$ cat src/rtl/mem_port_arbiter.sv
// Arbitrates one single-port synchronous memory between instruction-fetch and data ports.
// Data wins by default; a starvation counter forces an inst grant after STARVE_MAX data wins.
module mem_port_arbiter #(
  parameter int unsigned AW         = 32,
  parameter int unsigned DW         = 32,
  parameter int unsigned MEM_LAT    = 1,
  parameter int unsigned STARVE_MAX = 4
) (
  input  logic          clk,
  input  logic          rst,
  input  logic          inst_req_i,
  input  logic [AW-1:0] inst_addr_i,
  output logic [DW-1:0] inst_rdata_o,
  output logic          inst_ack_o,
  input  logic          data_req_i,
  input  logic          data_we_i,
  input  logic [3:0]    data_sel_i,
  input  logic [AW-1:0] data_addr_i,
  input  logic [DW-1:0] data_wdata_i,
  output logic [DW-1:0] data_rdata_o,
  output logic          data_ack_o,
  output logic          mem_ce_o,
  output logic          mem_we_o,
  output logic [3:0]    mem_sel_o,
  output logic [AW-1:0] mem_addr_o,
  output logic [DW-1:0] mem_wdata_o,
  input  logic [DW-1:0] mem_rdata_i,
  output logic          stallreq_o
);

  localparam int unsigned LCW = 3;
  localparam int unsigned SCW = $clog2(STARVE_MAX + 1);
  localparam logic [LCW-1:0] LAT_LOAD   = LCW'(MEM_LAT - 1);
  localparam logic [SCW-1:0] STARVE_TOP = SCW'(STARVE_MAX);

  typedef enum logic [1:0] {
    S_IDLE   = 2'd0,
    S_ACCESS = 2'd1,
    S_DONE   = 2'd2
  } state_t;

  state_t          state_q, state_d;
  logic [LCW-1:0]  lat_cnt_q, lat_cnt_d;
  logic [SCW-1:0]  starve_cnt_q, starve_cnt_d;
  logic            gnt_data_q, gnt_data_d;
  logic            mem_ce_q, mem_ce_d;
  logic            mem_we_q, mem_we_d;
  logic [3:0]      mem_sel_q, mem_sel_d;
  logic [AW-1:0]   mem_addr_q, mem_addr_d;
  logic [DW-1:0]   mem_wdata_q, mem_wdata_d;
  logic            inst_ack_q, inst_ack_d;
  logic            data_ack_q, data_ack_d;
  logic [DW-1:0]   inst_rdata_q, inst_rdata_d;
  logic [DW-1:0]   data_rdata_q, data_rdata_d;
  logic            inst_eff, data_eff, pick_data, pick_inst;

  // State register and registered outputs
  always_ff @(posedge clk) begin
    if (rst) begin
      state_q      <= S_IDLE;
      lat_cnt_q    <= '0;
      starve_cnt_q <= '0;
      gnt_data_q   <= 1'b0;
      mem_ce_q     <= 1'b0;
      mem_we_q     <= 1'b0;
      mem_sel_q    <= '0;
      mem_addr_q   <= '0;
      mem_wdata_q  <= '0;
      inst_ack_q   <= 1'b0;
      data_ack_q   <= 1'b0;
      inst_rdata_q <= '0;
      data_rdata_q <= '0;
    end else begin
      state_q      <= state_d;
      lat_cnt_q    <= lat_cnt_d;
      starve_cnt_q <= starve_cnt_d;
      gnt_data_q   <= gnt_data_d;
      mem_ce_q     <= mem_ce_d;
      mem_we_q     <= mem_we_d;
      mem_sel_q    <= mem_sel_d;
      mem_addr_q   <= mem_addr_d;
      mem_wdata_q  <= mem_wdata_d;
      inst_ack_q   <= inst_ack_d;
      data_ack_q   <= data_ack_d;
      inst_rdata_q <= inst_rdata_d;
      data_rdata_q <= data_rdata_d;
    end
  end

  // Next state, arbitration and memory-side outputs
  always_comb begin
    state_d      = state_q;
    lat_cnt_d    = lat_cnt_q;
    starve_cnt_d = starve_cnt_q;
    gnt_data_d   = gnt_data_q;
    mem_ce_d     = 1'b0;
    mem_we_d     = 1'b0;
    mem_sel_d    = '0;
    mem_addr_d   = '0;
    mem_wdata_d  = '0;
    inst_ack_d   = 1'b0;
    data_ack_d   = 1'b0;
    inst_rdata_d = '0;
    data_rdata_d = '0;

    // The port being acked this cycle may still hold req; it must not win again.
    inst_eff  = inst_req_i & ~((state_q == S_DONE) & ~gnt_data_q);
    data_eff  = data_req_i & ~((state_q == S_DONE) & gnt_data_q);
    pick_data = data_eff & ~(inst_eff & (starve_cnt_q == STARVE_TOP));
    pick_inst = inst_eff & ~pick_data;

    case (state_q)
      S_ACCESS: begin
        if (lat_cnt_q == '0) begin
          state_d = S_DONE;
          if (gnt_data_q) begin
            data_ack_d   = 1'b1;
            data_rdata_d = mem_we_q ? '0 : mem_rdata_i;
          end else begin
            inst_ack_d   = 1'b1;
            inst_rdata_d = mem_rdata_i;
          end
        end else begin
          lat_cnt_d   = lat_cnt_q - LCW'(1);
          mem_ce_d    = 1'b1;
          mem_we_d    = mem_we_q;
          mem_sel_d   = mem_sel_q;
          mem_addr_d  = mem_addr_q;
          mem_wdata_d = mem_wdata_q;
        end
      end
      default: begin
        // IDLE and DONE both arbitrate so a waiting port issues without a bubble
        state_d = S_IDLE;
        if (pick_data) begin
          state_d     = S_ACCESS;
          lat_cnt_d   = LAT_LOAD;
          gnt_data_d  = 1'b1;
          mem_ce_d    = 1'b1;
          mem_we_d    = data_we_i;
          mem_sel_d   = data_sel_i;
          mem_addr_d  = data_addr_i;
          mem_wdata_d = data_wdata_i;
          if (inst_eff && (starve_cnt_q != STARVE_TOP)) begin
            starve_cnt_d = starve_cnt_q + SCW'(1);
          end
        end else if (pick_inst) begin
          state_d      = S_ACCESS;
          lat_cnt_d    = LAT_LOAD;
          gnt_data_d   = 1'b0;
          starve_cnt_d = '0;
          mem_ce_d     = 1'b1;
          mem_sel_d    = 4'hF;
          mem_addr_d   = inst_addr_i;
        end
      end
    endcase
  end

  assign inst_rdata_o = inst_rdata_q;
  assign inst_ack_o   = inst_ack_q;
  assign data_rdata_o = data_rdata_q;
  assign data_ack_o   = data_ack_q;
  assign mem_ce_o     = mem_ce_q;
  assign mem_we_o     = mem_we_q;
  assign mem_sel_o    = mem_sel_q;
  assign mem_addr_o   = mem_addr_q;
  assign mem_wdata_o  = mem_wdata_q;
  assign stallreq_o   = (inst_req_i & ~inst_ack_q) | (data_req_i & ~data_ack_q);

endmodule

$ cat config.mk
export PLATFORM = sky130hd
export DESIGN_NAME = mem_port_arbiter
export DESIGN_NICKNAME = d
export VERILOG_FILES = /design/src/rtl/mem_port_arbiter.sv
export SDC_FILE = /design/constraint.sdc
export NUM_CORES = 1
export LEC_CHECK = 0
export CAP_MARGIN = 20
export CORE_MARGIN = 3
export CORE_UTILIZATION = 35
export DETAILED_ROUTE_END_ITERATION = 16
export PLACE_DENSITY = 0.74
export SETUP_SLACK_MARGIN = 0.4
export SYNTH_ARGS = -nofsm -noshare
export SYNTH_HDL_FRONTEND = slang
export SYNTH_SLANG_ARGS = --single-unit
$ cat constraint.sdc
create_clock -name clk -period 5.65 [get_ports clk]
set_input_delay 1.13 -clock clk [delete_from_list [all_inputs] [get_ports clk]]
set_output_delay 1.13 -clock clk [all_outputs]
set_load 0.05 [all_outputs]
Yosys cells after proc, flatten, opt, wreduce, memory -nomap -nowiden --
Cells that the tools add are included.
Cells by class: add/subtract/negate cells 2, equal/unequal tests 7, muxes and demuxes 31, bitwise operators 19, reductions and logical operators 10
Operator list (number):
- 32-bit 2-to-1 mux | 6
- 3-bit 2-to-1 mux | 6
- 4-bit 2-to-1 mux | 4
- 1-bit 2-to-1 mux | 13
- 1-bit bitwise AND | 9
- 1-bit inverter | 9
- 5-bit OR reduction | 1
- 2-bit 2-to-1 mux | 2
- 2-bit != test (second input constant) | 2
- 2-bit AND reduction | 2
- 4-bit OR reduction | 1
- 3-bit by 1-bit adder with 3-bit output (second input constant) | 1
- 3-bit equality test (second input constant) | 1
- 3-bit logical NOT | 1
- 3-bit != test (second input constant) | 1
- 3-bit AND reduction | 1
- 3-bit nonzero test | 1
- 3-bit OR reduction | 1
- 3-bit by 1-bit subtractor with 3-bit output (second input constant) | 1
- 2-bit by 1-bit equality test with 1-bit output (second input constant) | 1
- 2-bit equality test (second input constant) | 1
- 2-bit by 1-bit != test with 1-bit output (second input constant) | 1
- 2-bit nonzero test | 1
- 1-bit logical AND | 1
- 1-bit bitwise OR | 1
Storage, ports and cells: bits in registers 145, bits of input ports 137, output and inout bits 137, word-level logic and storage cells 82

Logic depth before layout (Yosys ltp) --
depth in word-level cells 12, depth in mapped cells 9, gate-level depth less buffers 7

Worst setup path before layout --
OpenSTA, ideal clock, no wires.
path type input port to output port, start point in data_req_i, end point out stallreq_o, arrival time 1959 ps, required time 4520 ps, slack 2561 ps, cell stages on the path 2, path buffers 0, cells stage by stage inv_1 > o22ai_1
Between the ends: word-level cells in the longest chain between the ends 2
Ends and longest elaborated chain:
- start, declared | RTL line 15 | input logic data_req_i,
- 1-bit bitwise AND | RTL line 169 | assign stallreq_o = (inst_req_i & ~inst_ack_q) | (data_req_i & ~data_ack_q);
- 1-bit bitwise OR | RTL line 169
- end, declared | RTL line 28 | output logic stallreq_o
No other way between the ends.

Final worst setup path --
start point in inst_req_i, end point out stallreq_o
Between the ends: word-level cells in the longest chain between the ends 2
Ends and longest elaborated chain:
- start, declared | RTL line 11 | input logic inst_req_i,
- 1-bit bitwise AND | RTL line 169
- 1-bit bitwise OR | RTL line 169
No other way between the ends.

==> summary.md <==
| Metric | Value |
|---|---|
| Pre-Repair DR Iteration Count | `4` |
| # IOs | `~270` |
| Congestion Overflow GR | `0` |
| Crit-path slowest cell | `clkdlybuf4s50_1` |
| Clock Skew | `~0.0078 ns` |
| Seq cells post-synth | `about 150` |
| Worst slew pin tran | `1.05 ns` |
| Port Buffers | `between 200 and 300` |
| Routed WL | `around 15,000 um` |
| Vias post-DR | `4,594` |
| Routed len/inst | `16.5 um` |
| Detail Route Antenna Nets | `0` |
| CP cell instances | `clkdlybuf4s50_1, inv_1, o22ai_1, clkdlybuf4s50_1` |
| Nets | `873` |
| Core box area | `around 14,000 um^2` |
| Syn nets | `roughly 620` |
| Initial core utilization | `0.364` |
| CTS clk-pin slew, worst paths | `0.06 ns` |
| Max rail drop VDD | `0.220 mV` |
| Cell variety after synth | `37` |
| Peak Freq | `0.249 GHz` |
| XOR/XNOR Fraction of Synth Area | `0.00178` |
| Tot Pwr | `roughly 2.7 mW` |
| Share of layout cells above drive strength 1 | `0.0644` |
| Largest net degree at the start of global routing | `between 50 and 60` |
| Power per Cell Area | `around 320 nW/um^2` |
| First-pass GRT wire length | `approximately 24,000 um` |
| Die area | `around 15,000 um^2` |
| Final worst slack | `between 1.5 and 2 ns` |
| Clock Path Buffers | `2` |
| Type of the worst setup path | `in2out` |
| Cell mode on critical path | `clkdlybuf4s50_1` |
| Synthesized area per cell | `~10 um^2` |
| Hpwl dp | `10,700 um` |
| CTS H-tree lvls | `4` |
| Slew Viols, Final | `0` |
| Final GP Congestion | `between 0.8 and 0.9` |
| Final Hold Vio Count | `0` |
| RSZ-0062 raised after global routing | `no` |
| Outcome | `finished, final reports clean` |
| Main combinational cell family by area after synthesis | `simple AND/OR/NAND/NOR gates` |
| Yosys warns | `0` |
| Post-Synthesis Cells | `around 470` |
| Initial antenna violation count | `1` |
| Post-CTS Setup Repair Bufs | `0` |
| Final period util | `0.712` |
| Clk_lat worst skew | `0.41 ns` |
| Pre-CTS setup slack | `1.57 ns` |
| MaxCap Viol Count | `0` |
| CTS Root Cell | `clkbuf_16` |
| Die X | `124 um` |
| CTS resizes | `0` |
| Mux contribution to synthesized area | `0.00204` |
| WP buf/inv | `3` |
| Via density per instance | `around 5` |
| Max FO, Critical Path | `8` |
| Final setup fails | `0` |
| Drt first-iter violations | `approximately 270` |
| Vias in the first global route | `around 4,600` |
| Commonest non-fill, non-tap cell in the layout | `clkdlybuf4s50_1` |
| Setup crit end kind | `output pin` |
| CP Data Required Time | `approximately 4.5 ns` |
| Synth area leaders | `dfxtp_1, and2_1, a32oi_1` |
| Slew HR | `0.301` |
| CTS tree | `yes` |
| # DRC | `0` |
| Minimum clock period | `4.02 ns` |
| Clock sinks | `145` |
| Most frequent cells in the layout | `clkdlybuf4s50_1, dfxtp_1, and2_1` |
| Hold Buf Count CTS | `0` |
| Layout area overhead | `69.8%` |
| Cts bufs inserted | `17` |
| Worst hold path type | `reg2reg` |
| FP Rows | `42` |
| Total GRT Usage | `0.193` |
| Crit path DAT | `between 2 and 3 ns` |
| Setup TNS | `0 ns` |
| Post-synth top area share | `0.591` |
| Family with the most delay on the worst path | `buffers and inverters` |
| Simple-gate portion of the synthesized area | `0.187` |
| Pleak | `about 3 nW` |
| Leading area contributor after synthesis | `dfxtp_1` |
| Synthesized cell area | `around 4900 um^2` |
| Synth Area in Compound Gates | `0.166` |
| CP peak stage delay | `0.87 ns` |
| Die span in y | `~120 um` |
| Worst Setup Start Kind | `input port` |
| Synth Area in Adders | `0.0102` |
| Part of the Yosys area used for sequential elements | `0.591` |
path summary, 6_finish.rpt:
check	from	to	slack [ns]	depth (start not counted)
worst max-delay path	inst_req_i	stallreq_o	1.63	4
worst min-delay path	mem_sel_o[3]$_SDFFE_PP0P_	mem_sel_o[3]$_SDFFE_PP0P_	0.46	2
worst max register to register	starve_cnt_q[0]$_SDFFE_PP0P_	mem_addr_o[7]$_SDFFE_PP0P_	3.17	7
worst min register to register	mem_sel_o[3]$_SDFFE_PP0P_	mem_sel_o[3]$_SDFFE_PP0P_	0.46	2
logic make-up after synthesis:
| group | after synthesis |
|---|---|
| compound gates | 105 |
| xor+xnor | 1 |
| fa+ha+maj | 4 |
| buf+inv | 49 |
| flops | 145 |
| mux | 1 |
| simple gates | 169 |
metal layers:
metal  track usage  vias to the layer above  wire length (um)
met1         0.221                     2173              6120
li1              -                     2201                 -
met2         0.327                      194              7590
met3        0.0746                       26              1160
met4        0.0683                        0               357
met5             0                        -                 0
tightest hold or removal path, cell delays in order, from the launching register on:
cell and delay, ns:
dfxtp_1 0.31, nand2_1 0.05, a21oi_1 0.05
cells in the mapped netlist:
| cell | n |
|---|---|
| nand2_1 | 9 |
| mux2i_1 | 1 |
| a211oi_1 | 2 |
| nand4_1 | 1 |
| clkbuf_1 | 30 |
| nor4_1 | 1 |
| o31ai_1 | 1 |
| and2b_4 | 1 |
| o22a_1 | 2 |
| a221o_1 | 11 |
| a32oi_1 | 54 |
| ha_1 | 4 |
| buf_2 | 11 |
| buf_6 | 1 |
| o211ai_1 | 1 |
| or3_1 | 1 |
| nor3b_1 | 2 |
| nand3_1 | 23 |
| o21ai_0 | 4 |
| nand3b_1 | 1 |
| a22oi_1 | 1 |
| o22ai_1 | 1 |
| or3b_2 | 1 |
| inv_1 | 7 |
| and4bb_2 | 1 |
| xor2_1 | 1 |
| and2_1 | 76 |
| o21ba_2 | 1 |
| nor2_1 | 44 |
| a221oi_1 | 1 |
| dfxtp_1 | 145 |
| or3b_1 | 1 |
| and3_4 | 1 |
| and3_1 | 1 |
| nor2b_1 | 3 |
| nand2b_1 | 2 |
| a21oi_1 | 26 |
cell type report:
class,instances,area [um^2]
inverters,7,26.3
diodes,1,2.50
flip-flops and latches,145,2900
repair buffers,281,2780
clock inverters,14,154
fillers,1078,5170
multi-input cells,280,1820
well taps,176,220
clock buffers,18,429
power breakdown:
group | total [mW] | internal [mW] | leakage, nW | switching (mW)
Clock | 1.10 | 0.655 | 0.278 | 0.440
Sequential | 1.09 | 1.07 | 1.18 | 0.0237
Combinational | 0.467 | 0.197 | 1.63 | 0.270
Total | 2.66 | 1.92 | 3.09 | 0.734
sequential cells by signal, indices dropped and copies added, names as in the netlist:
name	count
data_rdata_o	32
starve_cnt_q	3
gnt_data_q	1
mem_addr_o	32
mem_wdata_o	32
mem_sel_o	4
inst_rdata_o	32
lat_cnt_q	3
mem_we_o	1
mem_ce_o	1
state_q	2
inst_ack_o	1
data_ack_o	1
metrics by stage:
step	hold WS, ns	area (um^2)	cells	util
detailed placement	0.452	7740	888	0.573
CTS	0.460	8330	920	0.617
floorplan	0.466	4910	474	-
finish	0.457	8340	922	0.617
global placement	0.443	7740	887	0.573
global route	0.479	8340	922	0.617
Power figures use the tool's default switching activity.
